### src/rtl/instr_decode_ctrl.sv
// IF/ID latch, decode and redirect control for the fetch interface (RUN/RESOLVE/FLUSH).
// Optional feature: define ID_ILLEGAL_TRAP_EN to make undefined opcodes a sticky trap.
module instr_decode_ctrl #(
    parameter int FLUSH_DEPTH = 2,
    parameter int RES_TIMEOUT = 8
) (
    input  logic        Clk,
    input  logic        Rst_n,
    input  logic [31:0] instr_in,
    input  logic        instr_valid,
    input  logic        stall,
    input  logic        flag_z,
    input  logic        flag_n,
    input  logic        flag_valid,
    output logic        Jump,
    output logic        JumpM,
    output logic        Branch,
    output logic        id_valid,
    output logic [3:0]  opcode,
    output logic [5:0]  rd,
    output logic [5:0]  rs,
    output logic [5:0]  rt,
    output logic        reg_write,
    output logic        mem_read,
    output logic        mem_write,
    output logic        illegal_op
);

    localparam logic [1:0] S_RUN     = 2'd0;
    localparam logic [1:0] S_RESOLVE = 2'd1;
    localparam logic [1:0] S_FLUSH   = 2'd2;

    localparam logic [3:0] OP_NOP  = 4'b0000;
    localparam logic [3:0] OP_ST   = 4'b0011;
    localparam logic [3:0] OP_ADD  = 4'b0100;
    localparam logic [3:0] OP_INC  = 4'b0101;
    localparam logic [3:0] OP_NEG  = 4'b0110;
    localparam logic [3:0] OP_SUB  = 4'b0111;
    localparam logic [3:0] OP_J    = 4'b1000;
    localparam logic [3:0] OP_BRZ  = 4'b1001;
    localparam logic [3:0] OP_JM   = 4'b1010;
    localparam logic [3:0] OP_BRN  = 4'b1011;
    localparam logic [3:0] OP_LD   = 4'b1110;
    localparam logic [3:0] OP_SVPC = 4'b1111;

    localparam int SQ_W  = $clog2(FLUSH_DEPTH + 1);
    localparam int TMO_W = $clog2(RES_TIMEOUT + 1);
    localparam logic [SQ_W-1:0]  SQ_FULL  = SQ_W'(FLUSH_DEPTH);
    localparam logic [SQ_W-1:0]  SQ_ONE   = SQ_W'(1);
    localparam logic [TMO_W-1:0] TMO_LAST = TMO_W'(RES_TIMEOUT - 1);
    localparam logic [TMO_W-1:0] TMO_ONE  = TMO_W'(1);

`ifdef ID_ILLEGAL_TRAP_EN
    localparam bit TRAP_EN = 1'b1;
`else
    localparam bit TRAP_EN = 1'b0;
`endif

    logic [1:0]       state_q, state_d;
    logic [31:0]      ifid_q, ifid_d;
    logic             ifid_vld_q, ifid_vld_d;
    logic [SQ_W-1:0]  sq_q, sq_d;
    logic [TMO_W-1:0] tmo_q, tmo_d;
    logic             br_n_q, br_n_d;
    logic             jump_pend_q, jump_pend_d;
    logic             jm_pend_q, jm_pend_d;
    logic             br_pend_q, br_pend_d;
    logic             id_valid_q, id_valid_d;
    logic [3:0]       opcode_q, opcode_d;
    logic [5:0]       rd_q, rd_d, rs_q, rs_d, rt_q, rt_d;
    logic             reg_write_q, reg_write_d;
    logic             mem_read_q, mem_read_d;
    logic             mem_write_q, mem_write_d;
    logic             illegal_q, illegal_d;

    logic       accept, enter_flush, drop_one;
    logic [3:0] op;
    logic       dec_rw, dec_mr, dec_mw, undef;
    logic       unused_ifid_lo;

    assign accept = instr_valid & ~stall;
    assign op     = ifid_q[31:28];
    assign dec_rw = op inside {OP_ADD, OP_SUB, OP_INC, OP_NEG, OP_LD, OP_SVPC};
    assign dec_mr = op inside {OP_LD, OP_JM};
    assign dec_mw = (op == OP_ST);
    assign undef  = !(op inside {OP_NOP, OP_SVPC, OP_LD, OP_ST, OP_ADD, OP_INC, OP_NEG,
                                 OP_SUB, OP_J, OP_BRZ, OP_JM, OP_BRN});
    assign unused_ifid_lo = ^ifid_q[9:0];

    always_comb begin
        state_d     = state_q;
        ifid_d      = ifid_q;
        ifid_vld_d  = ifid_vld_q;
        sq_d        = sq_q;
        tmo_d       = tmo_q;
        br_n_d      = br_n_q;
        // Pending pulses survive stalled edges and retire on the first unstalled one.
        jump_pend_d = jump_pend_q & stall;
        jm_pend_d   = jm_pend_q & stall;
        br_pend_d   = br_pend_q & stall;
        id_valid_d  = id_valid_q;
        opcode_d    = opcode_q;
        rd_d        = rd_q;
        rs_d        = rs_q;
        rt_d        = rt_q;
        reg_write_d = reg_write_q;
        mem_read_d  = mem_read_q;
        mem_write_d = mem_write_q;
        illegal_d   = illegal_q;
        enter_flush = 1'b0;
        drop_one    = 1'b0;

        case (state_q)
            S_RUN: if (!stall) begin
                ifid_vld_d = accept;
                if (accept) ifid_d = instr_in;
                id_valid_d  = 1'b0;
                reg_write_d = 1'b0;
                mem_read_d  = 1'b0;
                mem_write_d = 1'b0;
                if (ifid_vld_q) begin
                    opcode_d = op;
                    rd_d     = ifid_q[27:22];
                    rs_d     = ifid_q[21:16];
                    rt_d     = ifid_q[15:10];
                    if (TRAP_EN && (undef || illegal_q)) begin
                        illegal_d = 1'b1;
                    end else begin
                        id_valid_d  = 1'b1;
                        reg_write_d = dec_rw;
                        mem_read_d  = dec_mr;
                        mem_write_d = dec_mw;
                        if (op == OP_J || op == OP_JM) begin
                            jump_pend_d = (op == OP_J);
                            jm_pend_d   = (op == OP_JM);
                            enter_flush = 1'b1;
                            drop_one    = accept;
                        end else if (op == OP_BRZ || op == OP_BRN) begin
                            state_d = S_RESOLVE;
                            tmo_d   = '0;
                            br_n_d  = (op == OP_BRN);
                        end
                    end
                end
            end
            S_RESOLVE: begin
                if (!stall) begin
                    id_valid_d  = 1'b0;
                    reg_write_d = 1'b0;
                    mem_read_d  = 1'b0;
                    mem_write_d = 1'b0;
                end
                if (!stall && flag_valid) begin
                    if (br_n_q ? flag_n : flag_z) begin
                        br_pend_d   = 1'b1;
                        enter_flush = 1'b1;
                        drop_one    = ifid_vld_q;
                    end else begin
                        state_d = S_RUN;
                    end
                end else if (tmo_q == TMO_LAST) begin
                    state_d = S_RUN;
                end else begin
                    tmo_d = tmo_q + TMO_ONE;
                end
            end
            S_FLUSH: if (!stall) begin
                id_valid_d  = 1'b0;
                reg_write_d = 1'b0;
                mem_read_d  = 1'b0;
                mem_write_d = 1'b0;
                if (instr_valid) begin
                    if (sq_q == SQ_ONE) state_d = S_RUN;
                    sq_d = sq_q - SQ_ONE;
                end
            end
            default: state_d = S_RUN;
        endcase

        // A wrong-path instruction accepted on the redirect edge counts toward the squash.
        if (enter_flush) begin
            ifid_vld_d = 1'b0;
            if (drop_one && SQ_FULL == SQ_ONE) begin
                state_d = S_RUN;
            end else begin
                state_d = S_FLUSH;
                sq_d    = drop_one ? SQ_FULL - SQ_ONE : SQ_FULL;
            end
        end
    end

    always_ff @(posedge Clk or negedge Rst_n) begin
        if (!Rst_n) begin
            state_q     <= S_RUN;
            ifid_q      <= 32'h0;
            ifid_vld_q  <= 1'b0;
            sq_q        <= '0;
            tmo_q       <= '0;
            br_n_q      <= 1'b0;
            jump_pend_q <= 1'b0;
            jm_pend_q   <= 1'b0;
            br_pend_q   <= 1'b0;
            id_valid_q  <= 1'b0;
            opcode_q    <= 4'h0;
            rd_q        <= 6'h0;
            rs_q        <= 6'h0;
            rt_q        <= 6'h0;
            reg_write_q <= 1'b0;
            mem_read_q  <= 1'b0;
            mem_write_q <= 1'b0;
            illegal_q   <= 1'b0;
        end else begin
            state_q     <= state_d;
            ifid_q      <= ifid_d;
            ifid_vld_q  <= ifid_vld_d;
            sq_q        <= sq_d;
            tmo_q       <= tmo_d;
            br_n_q      <= br_n_d;
            jump_pend_q <= jump_pend_d;
            jm_pend_q   <= jm_pend_d;
            br_pend_q   <= br_pend_d;
            id_valid_q  <= id_valid_d;
            opcode_q    <= opcode_d;
            rd_q        <= rd_d;
            rs_q        <= rs_d;
            rt_q        <= rt_d;
            reg_write_q <= reg_write_d;
            mem_read_q  <= mem_read_d;
            mem_write_q <= mem_write_d;
            illegal_q   <= illegal_d;
        end
    end

    // Pulses are masked while stalled so fetch never sees a redirect on a held cycle.
    assign Jump      = jump_pend_q & ~stall;
    assign JumpM     = jm_pend_q & ~stall;
    assign Branch    = br_pend_q & ~stall;
    assign id_valid  = id_valid_q;
    assign opcode    = opcode_q;
    assign rd        = rd_q;
    assign rs        = rs_q;
    assign rt        = rt_q;
    assign reg_write = reg_write_q;
    assign mem_read  = mem_read_q;
    assign mem_write = mem_write_q;

`ifdef ID_ILLEGAL_TRAP_EN
    assign illegal_op = illegal_q;
`else
    assign illegal_op = 1'b0;
`endif

endmodule

### config.mk
export PLATFORM = sky130hd
export DESIGN_NAME = instr_decode_ctrl
export DESIGN_NICKNAME = d
export VERILOG_FILES = /design/src/rtl/instr_decode_ctrl.sv
export SDC_FILE = /design/constraint.sdc
export NUM_CORES = 1
export LEC_CHECK = 0
export BUFFER_PORTS_ARGS = -buffer_cell sky130_fd_sc_hd__buf_2
export CORE_MARGIN = 2
export CORE_UTILIZATION = 53
export DETAILED_ROUTE_END_ITERATION = 7
export GPL_TIMING_DRIVEN = 0
export PLACE_DENSITY = 0.91
export SYNTH_ARGS = -nofsm -noshare
export SYNTH_HDL_FRONTEND = slang
export SYNTH_SLANG_ARGS = --single-unit
### constraint.sdc
create_clock -name Clk -period 2.5 [get_ports Clk]
set_input_delay 0.25 -clock Clk [delete_from_list [all_inputs] [get_ports Clk]]
set_output_delay 0.25 -clock Clk [all_outputs]
set_load 0.05 [all_outputs]
==> reports/results.tsv, run 1 <==
metric	value	unit
result of the run	complete, but fails checks	
violated checks	hold timing	
min-delay worst type	input port to async pin	
total iterations of the first detailed-routing run	6	
clock tree from TritonCTS	built	
Final setup violation count	0	
hold_buf cts	0	
Syn Std Cell Area	0.002750	mm^2
final HPWL from detailed placement	4208	um
DRC marker count from the first detailed-route iteration	180	
final weighted congestion in routability-driven placement	0.8405	
number of post-CTS setup repair buffers	0	
buffer depth of the longest clock path	2	
overall overflow remaining after global route	0	
Clock transition at path regs	0.07	ns
Crit path required time	2.75	ns
fraction of power spent switching nets	44.23	%
total routing usage reported by global routing	22.33	%
number of CTS-inserted buffers	9	
Slew Viols, Final	0	
post-synth net total	305	
floorplan die width	76.04	um
setup slack at placement	0.3932	ns
kind of end point of the critical path	flip-flop	
relative max-transition margin	50.93	%
average instance area after synthesis	10.54	um^2
initial core utilization	54.54	%
type of the worst setup path	flip-flop to flip-flop	
leakage component of the power	1.673	nW
diode insertion count for antenna repair	0	
number of global-route vias before repair	2206	
minimum period implied by the final worst setup slack	2.181	ns
final hold violation count	39	
area growth from synthesis to layout	21.20	%
max frequency	458.5	MHz
antenna-violating nets left	0	
number of vias per cell after detailed routing	5.421	
post-route fraction of the period consumed by the critical path	87.23	%
setup TNS	0	ns
critical path fanouts, max	10	
internal power summed over all cells	2.526	mW
relative contribution of combinational cells to total power	41.9	%
number of max-cap violations	0	
power per cell area	1359	mW/mm^2
via count	2190	
portion of total power attributed to sequential cells	37.3	%
Clk Tree Root Cell	clkbuf_8	
global-route wire length before repair	10150	um
I/O pins	69	
count of cells resized by post-cts repair	0	
synth unique cells	44	
DRC Markers	0	
Arr. time, crit path	2.43	ns
floorplan die area	0.005781	mm^2
later-pin clock latency in the skew report	0.34	ns
Port-buffer cells	57	
pin count of the biggest net entering global routing	62	
Cell Rows	26	
antenna violations before repair	0	
Clock Power Share	20.8	%
setup clock skew after layout	0.007823	ns
unrepaired setup endpoints after global routing	false	
synthesized flop and latch total	61	
part of the Yosys area used for sequential elements	55.51	%
pin slew with the least headroom to its limit	0.7361	ns
standard cell core area	0.005042	mm^2
number of nets in the layout	373	
die span in y	76.04	um
final worst slack	0.3191	ns
Hold WS	-0.03486	ns
number of H-tree branching levels	3	
net switching power of the design	2.003	mW
instance count of the mapped netlist	261	
largest vdd supply drop	1.060	mV
TritonCTS sink count	61	
kind of start point of the critical path	flip-flop	
total number of yosys warnings	0	
fraction of layout cells with a size suffix above 1	24.25	%
Wirelength per Cell	15.10	um
wirelength, routed	6100	um
==> cell families after synthesis <==
| family | share of synthesized area (%) |
|---|---|
| AND/OR/NAND/NOR | 20.84 |
| buffers and inverters | 3.002 |
| multiplexers | 9.827 |
| adder cells (fa/ha/maj) | 2.275 |
| flip-flops | 55.50 |
| AO/OA/AOI/OAI | 8.417 |
| other | 0.1364 |
==> cell usage after synthesis (all sizes together) <==
| library cell | n | area share, % |
|---|---|---|
| nor3 | 2 | 0.36 |
| a31oi | 1 | 0.23 |
| and3 | 2 | 0.45 |
| nor2 | 4 | 0.55 |
| nand4b | 3 | 0.96 |
| a21oi | 5 | 0.91 |
| a22oi | 1 | 0.27 |
| clkbuf | 8 | 1.1 |
| nor4b | 1 | 0.32 |
| a211oi | 1 | 0.45 |
| dfrtp | 61 | 56 |
| o211ai | 3 | 0.82 |
| a211o | 1 | 0.32 |
| a221oi | 2 | 0.86 |
| conb | 1 | 0.14 |
| o2111a | 1 | 0.41 |
| o21bai | 1 | 0.27 |
| nor2b | 5 | 1.1 |
| nor3b | 1 | 0.27 |
| or2 | 1 | 0.23 |
| nand2b | 4 | 0.91 |
| ha | 5 | 2.3 |
| inv | 6 | 0.82 |
| nor4bb | 1 | 0.36 |
| nand3b | 5 | 1.5 |
| nand3 | 10 | 1.8 |
| mux2 | 24 | 9.8 |
| nand4 | 3 | 0.68 |
| buf | 5 | 1.1 |
| or3 | 1 | 0.41 |
| and3b | 2 | 0.64 |
| o221ai | 1 | 0.32 |
| o21ai | 8 | 1.5 |
| a32o | 3 | 1.1 |
| nand2 | 75 | 10 |
| o41ai | 1 | 0.32 |
| a22o | 1 | 0.32 |
| o32a | 1 | 0.36 |
==> cell type report <==
class | count | area (um^2)
Clock buffer | 12 | 135.1
Inverter | 6 | 22.52
Clock inverter | 4 | 72.57
Sequential cell | 61 | 1526
Tap cell | 70 | 87.58
Multi-Input combinational cell | 181 | 1141
Timing Repair Buffer | 57 | 287.8
Buffer | 13 | 60.06
Fill cell | 396 | 1709
==> worst max-delay path: stages, from the launching register on <==
cell and delay (ns):
dfrtp_1 0.42, inv_1 0.17, ha_1 0.17, buf_4 0.17, nand3b_2 0.17, or3_4 0.44, a32o_1 0.29, a221oi_2 0.26
==> path summary, 6_finish.rpt <==
check                             start    endpoint  slack [ns]  cells past startpoint
max in group asynchronous         Rst_n    tmo_q[1]        2.03                      1
min reg2reg                  ifid_q[25]       rd[3]        0.47                      2
min in group Clk           instr_in[18]  ifid_q[18]        0.12                      2
min                               Rst_n     sq_q[1]       -0.03                      1
max                          state_q[0]     sq_q[0]        0.32                      7
max reg2reg                  state_q[0]     sq_q[0]        0.32                      7
==> power by group through the flow <==
stage	clock [mW]	combinational [mW]	sequential [mW]
2_1_floorplan	0	0.797	2.28
3_3_place_gp	0	1.83	1.68
3_5_place_dp	0	1.90	1.69
4_1_cts	0.950	1.91	1.69
5_1_grt	0.991	2.05	1.74
6_report	0.941	1.90	1.69
==> metal layers <==
metal  global-route usage (%)  wire [um]
met4                    8.364        103
met2                    36.61       2962
met3                    7.583        464
met5                        0          0
met1                    27.64       2571
==> cell usage in the layout (no fill, tap or decap), drive strengths merged, types with 2 or more instances in the layout <==
master	n
ha	5
a21oi	5
nand3b	5
bufinv	2
a32o	3
o21ai	8
and3	2
inv	6
clkbuf	20
nand4	3
nor2	4
o211ai	3
nand2b	4
a221oi	2
nor2b	5
nand3	10
mux2	24
dfrtp	61
and3b	2
nand2	75
nand4b	3
buf	62
nor3	2
==> state kept, by name (all words and copies together), names as in the netlist, named ones only <==
register	flops
ifid_q	22
br_n_q	1
state_q	2
rt	6
sq_q	2
opcode	4
id_valid	1
tmo_q	4
reg_write	1
mem_write	1
br_pend_q	1
rs	6
ifid_vld_q	1
rd	6
mem_read	1
==> through the flow <==
stage / hold slack [ns] / cells / util (%) / instance area (um^2) / power [mW]
finish: -0.03486 / 404 / 66.10 / 3333 / 4.529
global route: 0.03702 / 404 / 66.10 / 3333 / 4.779
CTS: 0.1114 / 404 / 66.05 / 3331 / 4.545
detailed placement: 0.4555 / 388 / 61.94 / 3123 / 3.590
global placement: 0.4410 / 388 / 61.94 / 3123 / 3.503
floorplan: -0.04559 / 261 / - / 2750 / 3.081
(Power assumes the default switching activity.)
==> run 2, diff against run 1 <==
--- a/config.mk
+++ b/config.mk
@@ -7,10 +7,13 @@
 export LEC_CHECK = 0
 export BUFFER_PORTS_ARGS = -buffer_cell sky130_fd_sc_hd__buf_2
 export CORE_MARGIN = 2
-export CORE_UTILIZATION = 53
+export CORE_UTILIZATION = 55
+export CTS_BUF_LIST = sky130_fd_sc_hd__clkbuf_4 sky130_fd_sc_hd__clkbuf_8
+export CTS_CLUSTER_SIZE = 24
 export DETAILED_ROUTE_END_ITERATION = 7
 export GPL_TIMING_DRIVEN = 0
-export PLACE_DENSITY = 0.91
+export PLACE_DENSITY = 0.93
+export SLEW_MARGIN = 25
 export SYNTH_ARGS = -nofsm -noshare
 export SYNTH_HDL_FRONTEND = slang
 export SYNTH_SLANG_ARGS = --single-unit
==> run 2 against run 1 <==
  * Core utilization is 3.6 points higher
  * The run still ends with hold timing left
  * Fmax is essentially flat
  * Highest routed layer unchanged
  * Non-clock buffer count stayed put
  * Via count grew 2.1%
  * Power increased by 0.63%
  * Worst hold slack better by 0.017 ns
  * Cell area about the same
  * Final cell count is 0.99% lower
  * Largest power group unchanged
  * Worst setup slack got worse by 0.0017 ns
==> reports/results.tsv, run 2 (synthesized netlist as in run 1, its figures left out) <==
metric	value	unit
number of H-tree branching levels	3	
initial core utilization	57.46	%
leakage component of the power	1.684	nW
hold_buf cts	0	
relative max-transition margin	50.63	%
final hold violation count	43	
wirelength, routed	6303	um
most common library cell in the layout ignoring fill and taps	nand2_1	
count of cells resized by post-cts repair	0	
setup TNS	0	ns
min-delay worst type	input port to async pin	
Clock Power Share	20.9	%
Pwr Total	4.557	mW
kind of start point of the critical path	flip-flop	
number of post-CTS setup repair buffers	0	
Final setup violation count	0	
CP max stage cell	or3_4	
setup clock skew after layout	0.006612	ns
kind of end point of the critical path	flip-flop	
final HPWL from detailed placement	4403	um
count of buffering cells on the critical path with inverters included	2	
Slew Viols, Final	0	
register containing the most flip-flops in the final layout	ifid_q	
number of global-route vias before repair	2323	
post-route fraction of the period consumed by the critical path	87.30	%
TritonCTS sink count	61	
via count	2236	
number of nets in the layout	373	
pin count of the biggest net entering global routing	62	
total routing usage reported by global routing	25.37	%
power per cell area	1367	mW/mm^2
floorplan die width	74.71	um
standard cell core area	0.004786	mm^2
worst path cell trace	inv_1, ha_1, buf_4, nand3b_2, or3_4, a32o_1, a221oi_2	
unrepaired setup endpoints after global routing	false	
diode insertion count for antenna repair	0	
max frequency	458.2	MHz
number of flip-flops in the largest register	22	
Hold WS	-0.01737	ns
number of vias per cell after detailed routing	5.590	
number of max-cap violations	0	
global-route wire length before repair	10500	um
die span in y	74.71	um
I/O pins	69	
Clk Tree Root Cell	clkbuf_8	
internal power summed over all cells	2.544	mW
pin slew with the least headroom to its limit	0.7406	ns
antenna-violating nets left	0	
buffer depth of the longest clock path	2	
number of CTS-inserted buffers	9	
Cell Rows	25	
DRC Markers	0	
Reg2Reg Setup Slack	0.32	ns
DRC marker count from the first detailed-route iteration	192	
fraction of layout cells with a size suffix above 1	24.92	%
final weighted congestion in routability-driven placement	0.9230	
antenna violations before repair	0	
critical path fanouts, max	10	
violated checks	hold timing	
area growth from synthesis to layout	21.25	%
result of the run	complete, but fails checks	
later-pin clock latency in the skew report	0.34	ns
clock tree from TritonCTS	built	
Crit path required time	2.74	ns
type of the worst setup path	flip-flop to flip-flop	
relative contribution of combinational cells to total power	41.9	%
total iterations of the first detailed-routing run	4	
largest vdd supply drop	0.9780	mV
net switching power of the design	2.013	mW
commonest non-fill, non-tap cells in the layout	75 x nand2_1, 61 x dfrtp_1, 59 x buf_2, 23 x mux2_1	
fraction of power spent switching nets	44.18	%
floorplan die area	0.005582	mm^2
delay-heaviest family, CP	simple AND/OR/NAND/NOR gates	
Wirelength per Cell	15.76	um
minimum period implied by the final worst setup slack	2.183	ns
highest cell delay on the worst timing path	0.43	ns
Clock transition at path regs	0.07	ns
Arr. time, crit path	2.43	ns
portion of total power attributed to sequential cells	37.2	%
Port-buffer cells	57	
overall overflow remaining after global route	0	
==> run 2: cell types whose count changed in the layout (fill, tap and decap cells not counted), sizes merged <==
cell,delta
clkinvlp,-1
clkinv,+2
clkbuf,-2
==> run 2: worst paths after layout <==
kind                              startpoint    endpoint  cells after the start
max in group asynchronous              Rst_n  ifid_q[30]                      1
worst max-delay path              state_q[1]     sq_q[0]                      7
worst max register to register    state_q[1]     sq_q[0]                      7
min in group Clk                instr_in[13]  ifid_q[13]                      2
worst min-delay path                   Rst_n     sq_q[1]                      1
worst min register to register     opcode[2]   opcode[2]                      2
==> run 2: area by class of cell <==
class	instances	area [um^2]
clock buffer	10	137.6
clock inverter	5	75.07
fill	366	1451
inverter	6	22.52
tap	67	83.83
sequential	61	1526
buffer	13	60.06
multi-input combinational	181	1141
timing repair buffer	57	287.8
==> run 2: through the flow <==
stage	util [%]	std cells	area, um^2	setup slack (ns)
2_1_floorplan	-	261	2750	0.5874
3_3_place_gp	65.18	385	3119	0.4217
3_5_place_dp	65.23	385	3122	0.3583
4_1_cts	69.67	400	3334	0.3199
5_1_grt	69.67	400	3334	0.2022
6_report	69.67	400	3334	0.3174
==> run 2: layer usage <==
| metal | track usage (%) | routed length (um) |
|---|---|---|
| met1 | 30.91 | 2543 |
| met4 | 8.730 | 105 |
| met2 | 42.08 | 3220 |
| met5 | 0 | 0 |
| met3 | 9.237 | 433 |
==> run 2: power by group through the flow <==
stage	Clock, mW	Sequential, mW	Combinational (mW)
after floorplan	0	2.28	0.797
after detailed placement	0	1.70	1.91
after global placement	0	1.67	1.83
final	0.954	1.70	1.91
after CTS	0.968	1.69	1.92
after global routing	1.01	1.75	2.06
==> run 3, diff against run 2 <==
--- a/config.mk
+++ b/config.mk
@@ -7,12 +7,12 @@
 export LEC_CHECK = 0
 export BUFFER_PORTS_ARGS = -buffer_cell sky130_fd_sc_hd__buf_2
 export CORE_MARGIN = 2
-export CORE_UTILIZATION = 55
+export CORE_UTILIZATION = 45
 export CTS_BUF_LIST = sky130_fd_sc_hd__clkbuf_4 sky130_fd_sc_hd__clkbuf_8
 export CTS_CLUSTER_SIZE = 24
 export DETAILED_ROUTE_END_ITERATION = 7
 export GPL_TIMING_DRIVEN = 0
-export PLACE_DENSITY = 0.93
+export PLACE_DENSITY = 0.8
 export SLEW_MARGIN = 25
 export SYNTH_ARGS = -nofsm -noshare
 export SYNTH_HDL_FRONTEND = slang
==> run 3 against run 2 <==
  * The run still ends with hold timing left
  * Sequential power about the same
  * Clock skew shrank 0.00072 ns
  * Non-clock buffer count unchanged
  * Clock power fell by 7.1%
  * Critical path depth unchanged
  * Routed wire length is 1.8% lower
  * Critical path type unchanged
  * Largest power group unchanged
==> reports/results.tsv, run 3 (synthesized netlist as in run 1, its figures left out) <==
metric	value	unit
final weighted congestion in routability-driven placement	0.7911	
floorplan die area	0.006753	mm^2
largest vdd supply drop	0.9034	mV
Hold WS	-0.009638	ns
delay-heaviest family, CP	simple AND/OR/NAND/NOR gates	
DRC marker count from the first detailed-route iteration	145	
Final setup violation count	0	
Clk Tree Root Cell	clkbuf_8	
leakage component of the power	1.676	nW
initial core utilization	46.45	%
global-route wire length before repair	10600	um
area of the multi-input gates	0.001141	mm^2
number of global-route vias before repair	2271	
number of H-tree branching levels	3	
final worst slack	0.3713	ns
Clock transition at path regs	0.07	ns
overall overflow remaining after global route	0	
post-route fraction of the period consumed by the critical path	85.15	%
commonest non-fill, non-tap cells in the layout	75 x nand2_1, 61 x dfrtp_1, 59 x buf_2, 23 x mux2_1	
I/O pins	69	
setup TNS	0	ns
fraction of layout cells with a size suffix above 1	25.15	%
count of cells resized by post-cts repair	0	
worst path cell trace	inv_1, ha_1, buf_4, nand3b_2, or3_4, a32o_1, a221oi_2	
met1 Use GR	26.45	%
hold_buf cts	0	
number of nets in the layout	373	
Cell Rows	28	
area growth from synthesis to layout	21.16	%
diode insertion count for antenna repair	0	
antenna-violating nets left	0	
endpoint of the most critical register-to-register path	sq_q[0]	
power per cell area	1339	mW/mm^2
final core utilization	56.28	%
Pwr Total	4.462	mW
Sequential cell area	0.001526	mm^2
count of buffering cells on the critical path with inverters included	2	
CP max stage cell	dfrtp_1	
unrepaired setup endpoints after global routing	false	
antenna violations before repair	0	
Reg2Reg Setup Slack	0.37	ns
met2 Resource Use GR	33.50	%
buffer depth of the longest clock path	2	
Wirelength per Cell	15.14	um
critical path fanouts, max	10	
Port-buffer cells	57	
DRC Markers	0	
number of post-CTS setup repair buffers	0	
minimum period implied by the final worst setup slack	2.129	ns
Placed Cells incl. Taps	393	
die span in y	82.18	um
number of max-cap violations	0	
min-delay worst type	input port to async pin	
relative max-transition margin	48.89	%
setup clock skew after layout	0.005891	ns
total routing usage reported by global routing	20.94	%
met3 Track Usage GR	7.609	%
final hold violation count	6	
final HPWL from detailed placement	4313	um
floorplan die width	82.18	um
standard cell area after detailed placement	0.003132	mm^2
via count	2142	
number of flip-flops in the largest register	22	
total iterations of the first detailed-routing run	4	
most common library cell in the layout ignoring fill and taps	nand2_1	
Slew Viols, Final	0	
wirelength, routed	6191	um
pin count of the biggest net entering global routing	62	
busiest metal layer after global routing	met2	
filler-free cell count of the finished design	409	
max frequency	469.8	MHz
cells on worst reg2reg path	7	
kind of end point of the critical path	flip-flop	
kind of start point of the critical path	flip-flop	
final design instance area without fill	0.003332	mm^2
violated checks	hold timing	
number of vias per cell after detailed routing	5.237	
highest cell delay on the worst timing path	0.42	ns
Fillers	525	
type of the worst setup path	flip-flop to flip-flop	
standard cell core area	0.005921	mm^2
pin slew with the least headroom to its limit	0.7667	ns
Crit path required time	2.74	ns
register containing the most flip-flops in the final layout	ifid_q	
setup slack at placement	0.4259	ns
later-pin clock latency in the skew report	0.33	ns
result of the run	complete, but fails checks	
number of CTS-inserted buffers	9	
launching point of the worst reg2reg path	state_q[0]	
Arr. time, crit path	2.37	ns
clock tree from TritonCTS	built	
TritonCTS sink count	61	
run 3: area by class of cell:
class	instances	area share, %
repair buffers	57	8.637
inverters	6	0.6759
plain buffers	13	1.802
multi-input cells	181	34.25
flip-flops and latches	61	45.81
clock inverters	4	1.427
well taps	75	2.816
clock buffers	12	4.581
run 3: power breakdown:
| part | leakage, nW | switching [mW] | total [mW] | internal, mW |
|---|---|---|---|---|
| clock | 0.103 | 0.380 | 0.886 | 0.507 |
| sequential | 0.758 | 0.281 | 1.69 | 1.41 |
| combinational | 0.814 | 1.33 | 1.89 | 0.558 |
| total | 1.68 | 1.99 | 4.46 | 2.47 |
run 3: worst max-delay path by stage:
stage	startpoint	to	slack (ns)	cells past startpoint
floorplan	state_q[1]	sq_q[0]	0.59	7
global placement	state_q[0]	sq_q[0]	0.41	7
detailed placement	state_q[0]	sq_q[0]	0.43	7
CTS	state_q[0]	sq_q[0]	0.39	7
global route	state_q[0]	sq_q[0]	0.25	7
finish	state_q[0]	sq_q[0]	0.37	7
run 3: metal layers:
layer	up-vias	part of all wire, %
met4	0	0.68
met3	6	8.0
met5	-	0
li1	1030	-
met1	1038	44
met2	68	47
